File: config.mk
export PLATFORM = sky130hd
export DESIGN_NAME = branch_resolve_queue
export DESIGN_NICKNAME = d
export VERILOG_FILES = /design/src/rtl/bp_pkg.sv /design/src/rtl/brq_fifo.sv /design/src/rtl/branch_resolve_queue.sv
export SDC_FILE = /design/constraint.sdc
export NUM_CORES = 1
export LEC_CHECK = 0
export CORE_AREA = 2 2 61 63
export CTS_BUF_LIST = sky130_fd_sc_hd__clkbuf_4 sky130_fd_sc_hd__clkbuf_8
export CTS_CLUSTER_SIZE = 40
export DETAILED_ROUTE_END_ITERATION = 7
export DIE_AREA = 0 0 63 65
export GPL_TIMING_DRIVEN = 0
export PLACE_DENSITY = 0.74
export SYNTH_ARGS = -nofsm -noshare
export SYNTH_HDL_FRONTEND = slang
export SYNTH_HIERARCHICAL = 1
export SYNTH_SLANG_ARGS = --single-unit
File: constraint.sdc
create_clock -name clk -period 3 [get_ports clk]
set_clock_uncertainty 0.15 [all_clocks]
set_input_delay 0.3 -clock clk [delete_from_list [all_inputs] [get_ports clk]]
set_output_delay 0.3 -clock clk [all_outputs]
set_load 0.02 [all_outputs]
File: src/rtl/bp_pkg.sv
// Shared definitions for the 2-bit branch predictor and its resolve queue.
package bp_pkg;

  localparam logic PRED_TAKEN     = 1'b1;
  localparam logic PRED_NOT_TAKEN = 1'b0;

  typedef enum logic [1:0] {
    ST_STRONG_NT = 2'b00,
    ST_WEAK_NT   = 2'b01,
    ST_WEAK_T    = 2'b10,
    ST_STRONG_T  = 2'b11
  } bp_state_e;

  localparam int BRQ_DEPTH = 4;
  localparam int BRQ_CNT_W = 16;

endpackage

File: src/rtl/brq_fifo.sv
// In-order 1-bit prediction storage with pointers, occupancy and a synchronous flush.
module brq_fifo #(
  parameter int DEPTH = 4
) (
  input  logic                     clk,
  input  logic                     reset,
  input  logic                     push,
  input  logic                     pop,
  input  logic                     flush,
  input  logic                     wr_data,
  output logic                     head,
  output logic [$clog2(DEPTH):0]   count,
  output logic                     full,
  output logic                     empty
);

  localparam int PTR_W = $clog2(DEPTH);

  logic             mem [DEPTH];
  logic [PTR_W-1:0] wr_ptr;
  logic [PTR_W-1:0] rd_ptr;

  always_ff @(posedge clk) begin
    if (!reset) begin
      wr_ptr <= '0;
      rd_ptr <= '0;
      count  <= '0;
    end else if (flush) begin
      // Flush discards every queued entry and any push arriving on the same edge.
      wr_ptr <= '0;
      rd_ptr <= '0;
      count  <= '0;
    end else begin
      if (push) wr_ptr <= wr_ptr + 1'b1;
      if (pop)  rd_ptr <= rd_ptr + 1'b1;
      case ({push, pop})
        2'b10:   count <= count + 1'b1;
        2'b01:   count <= count - 1'b1;
        default: count <= count;
      endcase
    end
  end

  always_ff @(posedge clk) begin
    if (push && !flush) mem[wr_ptr] <= wr_data;
  end

  assign head  = mem[rd_ptr];
  assign full  = (count == DEPTH[PTR_W:0]);
  assign empty = (count == '0);

endmodule

File: src/rtl/branch_resolve_queue.sv
// Checks in-flight branch predictions against resolved outcomes, flushes on mismatch and trains the predictor.
module branch_resolve_queue
  import bp_pkg::*;
#(
  parameter int DEPTH = BRQ_DEPTH,
  parameter int CNT_W = BRQ_CNT_W
) (
  input  logic                   clk,
  input  logic                   reset,
  input  logic                   pred_valid,
  input  logic                   pred_taken,
  output logic                   pred_ready,
  input  logic                   res_valid,
  input  logic                   res_taken,
  output logic                   upd_valid,
  output logic                   upd_taken,
  output logic                   mispredict,
  output logic [$clog2(DEPTH):0] count,
  output logic                   empty,
  output logic                   underflow,
  output logic [CNT_W-1:0]       mispred_cnt
);

  function automatic logic [CNT_W-1:0] sat_inc(input logic [CNT_W-1:0] v);
    return (&v) ? v : v + CNT_W'(1);
  endfunction

  logic head;
  logic full;
  logic do_push;
  logic do_pop;
  logic miss;

  assign pred_ready = !full;
  assign do_push    = pred_valid && pred_ready;
  assign do_pop     = res_valid && !empty;
  assign miss       = do_pop && (head != res_taken);

  brq_fifo #(.DEPTH(DEPTH)) u_fifo (
    .clk     (clk),
    .reset   (reset),
    .push    (do_push),
    .pop     (do_pop),
    .flush   (miss),
    .wr_data (pred_taken),
    .head    (head),
    .count   (count),
    .full    (full),
    .empty   (empty)
  );

  // Registered pop results: training strobe and mispredict appear one cycle after the pop edge.
  always_ff @(posedge clk) begin
    if (!reset) begin
      upd_valid   <= 1'b0;
      upd_taken   <= PRED_NOT_TAKEN;
      mispredict  <= 1'b0;
      underflow   <= 1'b0;
      mispred_cnt <= '0;
    end else begin
      upd_valid  <= do_pop;
      upd_taken  <= do_pop && res_taken;
      mispredict <= miss;
      if (res_valid && empty) underflow <= 1'b1;
      if (miss) mispred_cnt <= sat_inc(mispred_cnt);
    end
  end

endmodule

==> results.rst, run 1 <==
.. list-table::
   :header-rows: 1

   * - Metric
     - Value
   * - Run status
     - completed
   * - Number of enable flip-flop cells after synthesis
     - 4
   * - Weighted congestion reported at the end of routability-driven placement
     - about 0.84
   * - Transition time of the tightest slew-check pin
     - 0.427 ns
   * - Ant diodes
     - 0
   * - Number of buffers added to fix hold violations after cts
     - 0
   * - Maximum root-to-sink buffer count
     - 2
   * - HPWL after detailed placement
     - 2.54 mm
   * - Number of cell rows
     - 22
   * - Num Clock Sinks
     - 33
   * - Routed wire length on met3
     - 156 um
   * - Number of warning messages in the yosys log
     - 6
   * - Overall Power
     - ~0.0012 W
   * - Most frequent cells in the layout
     - sky130_fd_sc_hd__clkdlybuf4s50_1 (30), sky130_fd_sc_hd__dfxtp_1 (29), sky130_fd_sc_hd__nor2_1 (12)
   * - Placed Instances
     - ~250
   * - Proportion of synthesized chip area in sequential cells
     - 0.427
   * - Initial antenna violation count
     - 0
   * - Fraction of registers with async set/reset
     - 0
   * - Number of synthesized register bits
     - 33
   * - Die Area
     - 4100 sq um
   * - Placeable core area
     - 3500 sq um
   * - Relative max-transition margin
     - 0.715
   * - Quantity of gates resized following cts
     - 0
   * - Met2 wire length
     - 1.74 mm
   * - Total global routing track utilization
     - 0.182
   * - Final worst path period share
     - 0.816
   * - Post-layout minimum cycle time
     - around 2.4 ns
   * - CTS tree
     - built
   * - Share of post-route cells with drive strength above 1
     - 0.112
   * - Highest routed layer
     - met4
   * - Global-route wire length before repair
     - 5.78 mm
   * - DRT antenna net count
     - 0
   * - IO Count
     - 31
   * - Unique cell type count in the Yosys netlist
     - 49
   * - Aggregate global routing overflow
     - 0
   * - CTS H-tree depth
     - 2
   * - Clock insertion delay at the later pin of the skew report
     - 0.33 ns
   * - Largest voltage drop on the vdd net
     - 0.000441 V
   * - Startpoint kind of the worst setup timing path
     - flop
   * - Detailed-routing wirelength on met1
     - 1.54 mm
   * - Leak
     - 0.730 nW
   * - DRT Pass-1 Iters
     - 4
   * - Kind of critical path
     - reg -> reg
   * - DR iter-0 viols
     - 63
   * - Y dimension of the die
     - 65 um
   * - Number of buffers inserted during clock tree synthesis
     - 5
   * - I/O Buffers
     - 30
   * - Post-synthesis instance area
     - 1640 sq um
   * - Number of nets produced by synthesis
     - 180
   * - Via count of the first global-routing pass
     - 1282
   * - Post CTS Setup Buffer Count
     - 0
   * - Max-cap viol count
     - 0
   * - Average wire length per cell after detail routing
     - between 10 and 15 um
   * - Clock Pin Slew Worst Setup and Hold Paths
     - 0.10 ns
   * - Chip Width
     - approximately 63 um
   * - Required time of the worst setup path
     - 3.05 ns
   * - Initial standard-cell utilization of the core
     - 0.470
   * - Routed via count
     - 1378
   * - Setup repair after global routing missed its margin
     - false
   * - Hold Fails Final Rpt
     - 0
   * - Max FO, Critical Path
     - 10
   * - Max frequency
     - 0.409 GHz
   * - PD cells
     - 597 nW/um^2
   * - Ys flop type
     - sky130_fd_sc_hd__dfxtp_1
   * - Post-detailed-route via-to-cell ratio
     - 5.45
   * - Post-Synthesis Mean Instance Area
     - 9.83 sq um
   * - Post-Syn Instances
     - 167
   * - Commonest non-fill, non-tap cell in the layout
     - sky130_fd_sc_hd__clkdlybuf4s50_1
   * - Max-slew violation total from the final report
     - 0
   * - Final number of setup-violating endpoints
     - 0
   * - Growth of design area from synthesis to finish
     - 25.0%
   * - Worst setup EP type
     - flop
   * - Class of the worst hold path
     - reg -> reg
   * - DRC violation count after routing
     - 0
   * - Net count reported at finish
     - 217
   * - Number of cells in the finished layout apart from fillers
     - 253
   * - Root buffer selected by CTS
     - sky130_fd_sc_hd__clkbuf_4
   * - Largest net degree at the start of global routing
     - 11
   * - Total Wirelength
     - about 3.5 mm
   * - Critical path data arrival time
     - 2.50 ns
   * - Setup TNS after final layout
     - 0 ns
-- critical path: stages, from the launching register on --
cell and delay, ns:
sky130_fd_sc_hd__dfxtp_1 0.35, sky130_fd_sc_hd__mux4_2 0.52, sky130_fd_sc_hd__xor2_2 0.27, sky130_fd_sc_hd__nand2_1 0.17, sky130_fd_sc_hd__buf_2 0.22, sky130_fd_sc_hd__inv_1 0.08, sky130_fd_sc_hd__nand2b_1 0.09, sky130_fd_sc_hd__clkbuf_1 0.35
sky130_fd_sc_hd__nor2_1 0.12
-- where the power goes --
group / internal (W) / switching [W] / leakage (nW)
sequential: 0.000509 / 0.0000444 / 0.272
combinational: 0.000199 / 0.000241 / 0.428
clock: 0.0000846 / 0.000146 / 0.0300
total: 0.000793 / 0.000432 / 0.730
-- routing by layer --
layer	GRT usage	up-vias
met5	0	-
met2	0.302	37
met4	0.0917	0
met3	0.0382	4
li1	-	688
met1	0.223	649
-- cell families (layout without fill, tap and decap cells) --
kind of cell,after synthesis,after routing,share of synthesized area
simple gates,67,67,0.245
compound gates,34,34,0.155
flops,33,33,0.427
buf+inv,17,55,0.0526
fa+ha+maj,7,7,0.0579
xor+xnor,6,6,0.0366
mux,3,3,0.0259
-- sequential cells by signal (all words and copies together), names as in the netlist, named ones only --
| register | count |
|---|---|
| u_fifo/mem | 4 |
| mispred_cnt | 16 |
| u_fifo/count | 3 |
| mispredict | 1 |
| upd_taken | 1 |
| underflow | 1 |
| upd_valid | 1 |
| u_fifo/rd_ptr | 2 |
| u_fifo/wr_ptr | 2 |
-- cell usage after synthesis, types with 4 or more instances --
cell | number | area [sq um]
sky130_fd_sc_hd__a21boi_1 | 6 | 45.0
sky130_fd_sc_hd__and2_1 | 5 | 31.3
sky130_fd_sc_hd__dfxtp_1 | 29 | 581
sky130_fd_sc_hd__edfxtp_1 | 4 | 120
sky130_fd_sc_hd__ha_1 | 6 | 75.1
sky130_fd_sc_hd__inv_1 | 11 | 41.3
sky130_fd_sc_hd__nand2_1 | 9 | 33.8
sky130_fd_sc_hd__nand3_1 | 8 | 40.0
sky130_fd_sc_hd__nand4_1 | 5 | 31.3
sky130_fd_sc_hd__nor2_1 | 12 | 45.0
sky130_fd_sc_hd__o21ai_0 | 5 | 25.0
sky130_fd_sc_hd__o31ai_1 | 4 | 30.0
-- cell type report --
cell class | count | area (sq um)
Fill cell | 317 | 1440
Multi-Input combinational cell | 117 | 855
Sequential cell | 33 | 701
Timing Repair Buffer | 30 | 300
Tap cell | 48 | 60.1
Buffer | 6 | 45.0
Inverter | 11 | 41.3
Clock buffer | 5 | 37.5
Clock inverter | 3 | 12.5
-- worst paths after layout --
check	startpoint	to	slack (ns)	depth (start not counted)
max reg2reg	flop	flop	0.55	8
max	flop	flop	0.55	8
min reg2reg	underflow$_SDFFE_PN0P_	underflow$_SDFFE_PN0P_	0.36	2
min	underflow$_SDFFE_PN0P_	underflow$_SDFFE_PN0P_	0.36	2
-- stage by stage --
step                setup slack [ns]  hold slack (ns)  utilization  instance area [sq um]
floorplan                      0.574            0.249            -                   1640
global placement               0.512            0.321        0.573                   2000
detailed placement             0.442            0.345        0.573                   2000
CTS                            0.528            0.370        0.587                   2050
global route                   0.373            0.394        0.587                   2050
finish                         0.553            0.356        0.587                   2050
(Power assumes the default switching activity.)
==> run 2: changes to the inputs <==
==> constraint.sdc (replaced) <==
create_clock -name clk -period 2.41 [get_ports clk]
set_clock_uncertainty 0.15 [all_clocks]
set_input_delay 0.241 -clock clk [delete_from_list [all_inputs] [get_ports clk]]
set_output_delay 0.241 -clock clk [all_outputs]
set_load 0.02 [all_outputs]
==> run 2 against run 1 <==
  * Die area stayed put
  * Sequential share of layout area is 0.79 points lower
  * Largest power group unchanged
  * Register-to-register slack worse by 0.42 ns
  * Routed wire length is 0.11% higher
  * Sequential power is 26% higher
  * Highest routed layer unchanged
  * Hold slack worse by 0.0079 ns
  * First-iteration DRC count is 1.6% lower
  * Setup slack worse by 0.42 ns
  * Critical path depth is 1 lower
  * Cell area is 2.6% higher
  * Global-route usage is 0.27 points higher
==> results.rst, run 2 (synthesis gave the netlist of run 1 again) <==
.. list-table::
   :header-rows: 1

   * - Metric
     - Value
   * - Run status
     - completed
   * - Critical Path Source
     - u_fifo/mem[2]$_DFFE_PP_
   * - Largest voltage drop on the vdd net
     - 0.000470 V (+6.6%)
   * - Family of cells with the greatest summed delay on the critical path
     - multiplexers
   * - Startpoint kind of the worst setup timing path
     - flop
   * - I/O Buffers
     - 30 (unchanged)
   * - Number of buffers inserted during clock tree synthesis
     - 5 (unchanged)
   * - Class of the worst hold path
     - reg -> reg
   * - Max FO, Critical Path
     - 10 (unchanged)
   * - Initial standard-cell utilization of the core
     - 0.470 (unchanged)
   * - Slowest stage delay, CP
     - 0.50 ns (-0.02 ns)
   * - DRT antenna net count
     - 0 (unchanged)
   * - Leak
     - 0.751 nW (+2.9%)
   * - Overall Power
     - 0.00157 W (+28%)
   * - Top Registers
     - mispred_cnt x16, u_fifo/mem x4, u_fifo/count x3
   * - Relative max-transition margin
     - 0.727 (+0.0122)
   * - Most frequent cells in the layout
     - sky130_fd_sc_hd__clkdlybuf4s50_1 (30), sky130_fd_sc_hd__dfxtp_1 (28), sky130_fd_sc_hd__nor2_1 (12)
   * - Clock Pin Slew Worst Setup and Hold Paths
     - 0.09 ns (about the same)
   * - Post-place instance area
     - 2010 sq um (+0.25%)
   * - Total global routing track utilization
     - 0.184 (+0.00272)
   * - Place WS
     - -0.116 ns (-0.557 ns)
   * - Max-cap viol count
     - 0 (unchanged)
   * - Final worst path period share
     - 0.944 (+0.128)
   * - Largest Register
     - mispred_cnt
   * - Stages on worst setup path
     - 7 (-1)
   * - Cell-by-cell listing of the critical path
     - mux4_2, xor2_2, nand2_1, clkbuf_4, inv_1, nor2_1, and2_1
   * - Number of buffers added to fix hold violations after cts
     - 0 (unchanged)
   * - Num Clock Sinks
     - 33 (unchanged)
   * - Placed Instances
     - 245 (unchanged)
   * - Routed via count
     - 1382 (+0.29%)
   * - Post-detailed-route via-to-cell ratio
     - 5.40 (-0.89%)
   * - Worst-case setup margin in the final layout
     - 0.135 ns (-0.417 ns)
   * - Post-layout minimum cycle time
     - 2.27 ns (-0.173 ns)
   * - Number of cells in the finished layout apart from fillers
     - 256 (+1.2%)
   * - Critical path data arrival time
     - 2.18 ns (-0.32 ns)
   * - Slowest library cell on the worst path
     - sky130_fd_sc_hd__mux4_2
   * - Number of cell rows
     - 22 (unchanged)
   * - Largest net degree at the start of global routing
     - 11 (unchanged)
   * - Max frequency
     - 0.440 GHz (+7.6%)
   * - Ant diodes
     - 0 (unchanged)
   * - Transition time of the tightest slew-check pin
     - 0.409 ns (-0.0183 ns)
   * - Reg-to-reg critical path startpoint
     - u_fifo/mem[2]$_DFFE_PP_
   * - HPWL after detailed placement
     - 2.54 mm (about the same)
   * - Maximum root-to-sink buffer count
     - 2 (unchanged)
   * - Worst R2R Path Depth
     - 7 (-1)
   * - Root buffer selected by CTS
     - sky130_fd_sc_hd__clkbuf_4
   * - Required time of the worst setup path
     - 2.32 ns (-0.73 ns)
   * - Share of post-route cells with drive strength above 1
     - 0.168 (+0.0561)
   * - Kind of critical path
     - reg -> reg
   * - Total Wirelength
     - 3.49 mm (+0.11%)
   * - Final number of setup-violating endpoints
     - 0 (unchanged)
   * - Average wire length per cell after detail routing
     - 13.6 um (-1.1%)
   * - CTS H-tree depth
     - 2 (unchanged)
   * - Worst setup EP type
     - flop
   * - Net count reported at finish
     - 220 (+1.4%)
   * - Aggregate global routing overflow
     - 0 (unchanged)
   * - Y dimension of the die
     - 65 um (unchanged)
   * - Buffer and inverter count on the worst path
     - 2 (-1)
   * - Commonest non-fill, non-tap cell in the layout
     - sky130_fd_sc_hd__clkdlybuf4s50_1
   * - CTS tree
     - built
   * - IO Count
     - 31 (unchanged)
   * - Via count of the first global-routing pass
     - 1309 (+2.1%)
   * - Worst r2r dst
     - u_fifo/mem[3]$_DFFE_PP_
   * - DRT Pass-1 Iters
     - 4 (unchanged)
   * - Max-slew violation total from the final report
     - 0 (unchanged)
   * - Placeable core area
     - 3500 sq um (unchanged)
   * - Weighted congestion reported at the end of routability-driven placement
     - 0.839 (-0.50%)
   * - Clock insertion delay at the later pin of the skew report
     - 0.33 ns (about the same)
   * - Die Area
     - 4100 sq um (unchanged)
   * - Flip-flop count of the largest register after layout
     - 16 (unchanged)
   * - Setup TNS after final layout
     - 0 ns (unchanged)
   * - Global-route wire length before repair
     - 5.91 mm (+2.3%)
   * - Destination of the critical timing path
     - u_fifo/mem[3]$_DFFE_PP_
   * - Hold Fails Final Rpt
     - 0 (unchanged)
   * - Flop-to-flop setup slack
     - 0.14 ns (-0.42 ns)
   * - DR iter-0 viols
     - 62 (-1.6%)
   * - Initial antenna violation count
     - 0 (unchanged)
   * - DRC violation count after routing
     - 0 (unchanged)
   * - Post-Layout Inst Area
     - 2100 sq um (+2.6%)
   * - Chip Width
     - 63 um (unchanged)
   * - Growth of design area from synthesis to finish
     - 28.2%
   * - PD cells
     - 745 nW/um^2 (+25%)
run 2: worst min-delay path by stage:
stage | start | to | slack [ns] | cells after the start
6_report | underflow$_SDFFE_PN0P_ | underflow$_SDFFE_PN0P_ | 0.35 | 2
2_1_floorplan | pred_taken | u_fifo/mem[0]$_DFFE_PP_ | 0.19 | 0
4_1_cts | underflow$_SDFFE_PN0P_ | underflow$_SDFFE_PN0P_ | 0.35 | 2
3_3_place_gp | underflow$_SDFFE_PN0P_ | underflow$_SDFFE_PN0P_ | 0.32 | 2
5_1_grt | pred_taken | u_fifo/mem[0]$_DFFE_PP_ | 0.39 | 1
3_5_place_dp | underflow$_SDFFE_PN0P_ | underflow$_SDFFE_PN0P_ | 0.32 | 2
run 2: power breakdown:
group	switching, W	internal (W)
Sequential	0.0000625	0.000635
Combinational	0.000305	0.000261
Clock	0.000183	0.000122
run 2: through the flow:
step / hold slack (ns) / utilization
finish: 0.348 / 0.602
global route: 0.387 / 0.602
CTS: 0.354 / 0.589
detailed placement: 0.325 / 0.574
global placement: 0.321 / 0.574
floorplan: 0.190 / -
run 2: tightest hold or removal path, delay by kind of cell (launching register included):
kind / cells / cell delay, ns
AO/OA/AOI/OAI: 1 / 0.04
flip-flops: 1 / 0.34
AND/OR/NAND/NOR: 1 / 0.09
run 2: layout make-up:
cell class / instances / area, sq um
Tap cell: 48 / 60.1
Multi-Input combinational cell: 117 / 872
Inverter: 11 / 41.3
Fill cell: 323 / 1390
Clock inverter: 2 / 10.0
Buffer: 5 / 43.8
Timing Repair Buffer: 34 / 330
Clock buffer: 6 / 45.0
Sequential cell: 33 / 702
run 2: timing repair:
action,in CTS,in global routing
pin swaps,0,2
setup endpoints to repair,9,14
endpoints found under the hold margin,0,0
buffers inserted,0,4
gates resized for setup,0,6
run 2: metal layers:
| layer | vias up | global-route usage | part of all wire |
|---|---|---|---|
| met4 | 0 | 0.0833 | 0.019 |
| li1 | 693 | - | - |
| met1 | 657 | 0.211 | 0.43 |
| met3 | 7 | 0.0382 | 0.033 |
| met2 | 25 | 0.330 | 0.51 |
| met5 | - | 0 | 0 |
==> run 3: changes to the inputs <==
--- a/config.mk
+++ b/config.mk
@@ -12,6 +12,7 @@
 export DIE_AREA = 0 0 63 65
 export GPL_TIMING_DRIVEN = 0
 export PLACE_DENSITY = 0.74
+export SLEW_MARGIN = 20
 export SYNTH_ARGS = -nofsm -noshare
 export SYNTH_HDL_FRONTEND = slang
 export SYNTH_HIERARCHICAL = 1
==> results of run 3 <==
The final DEF is identical to that of run 2; final timing and power are the same.
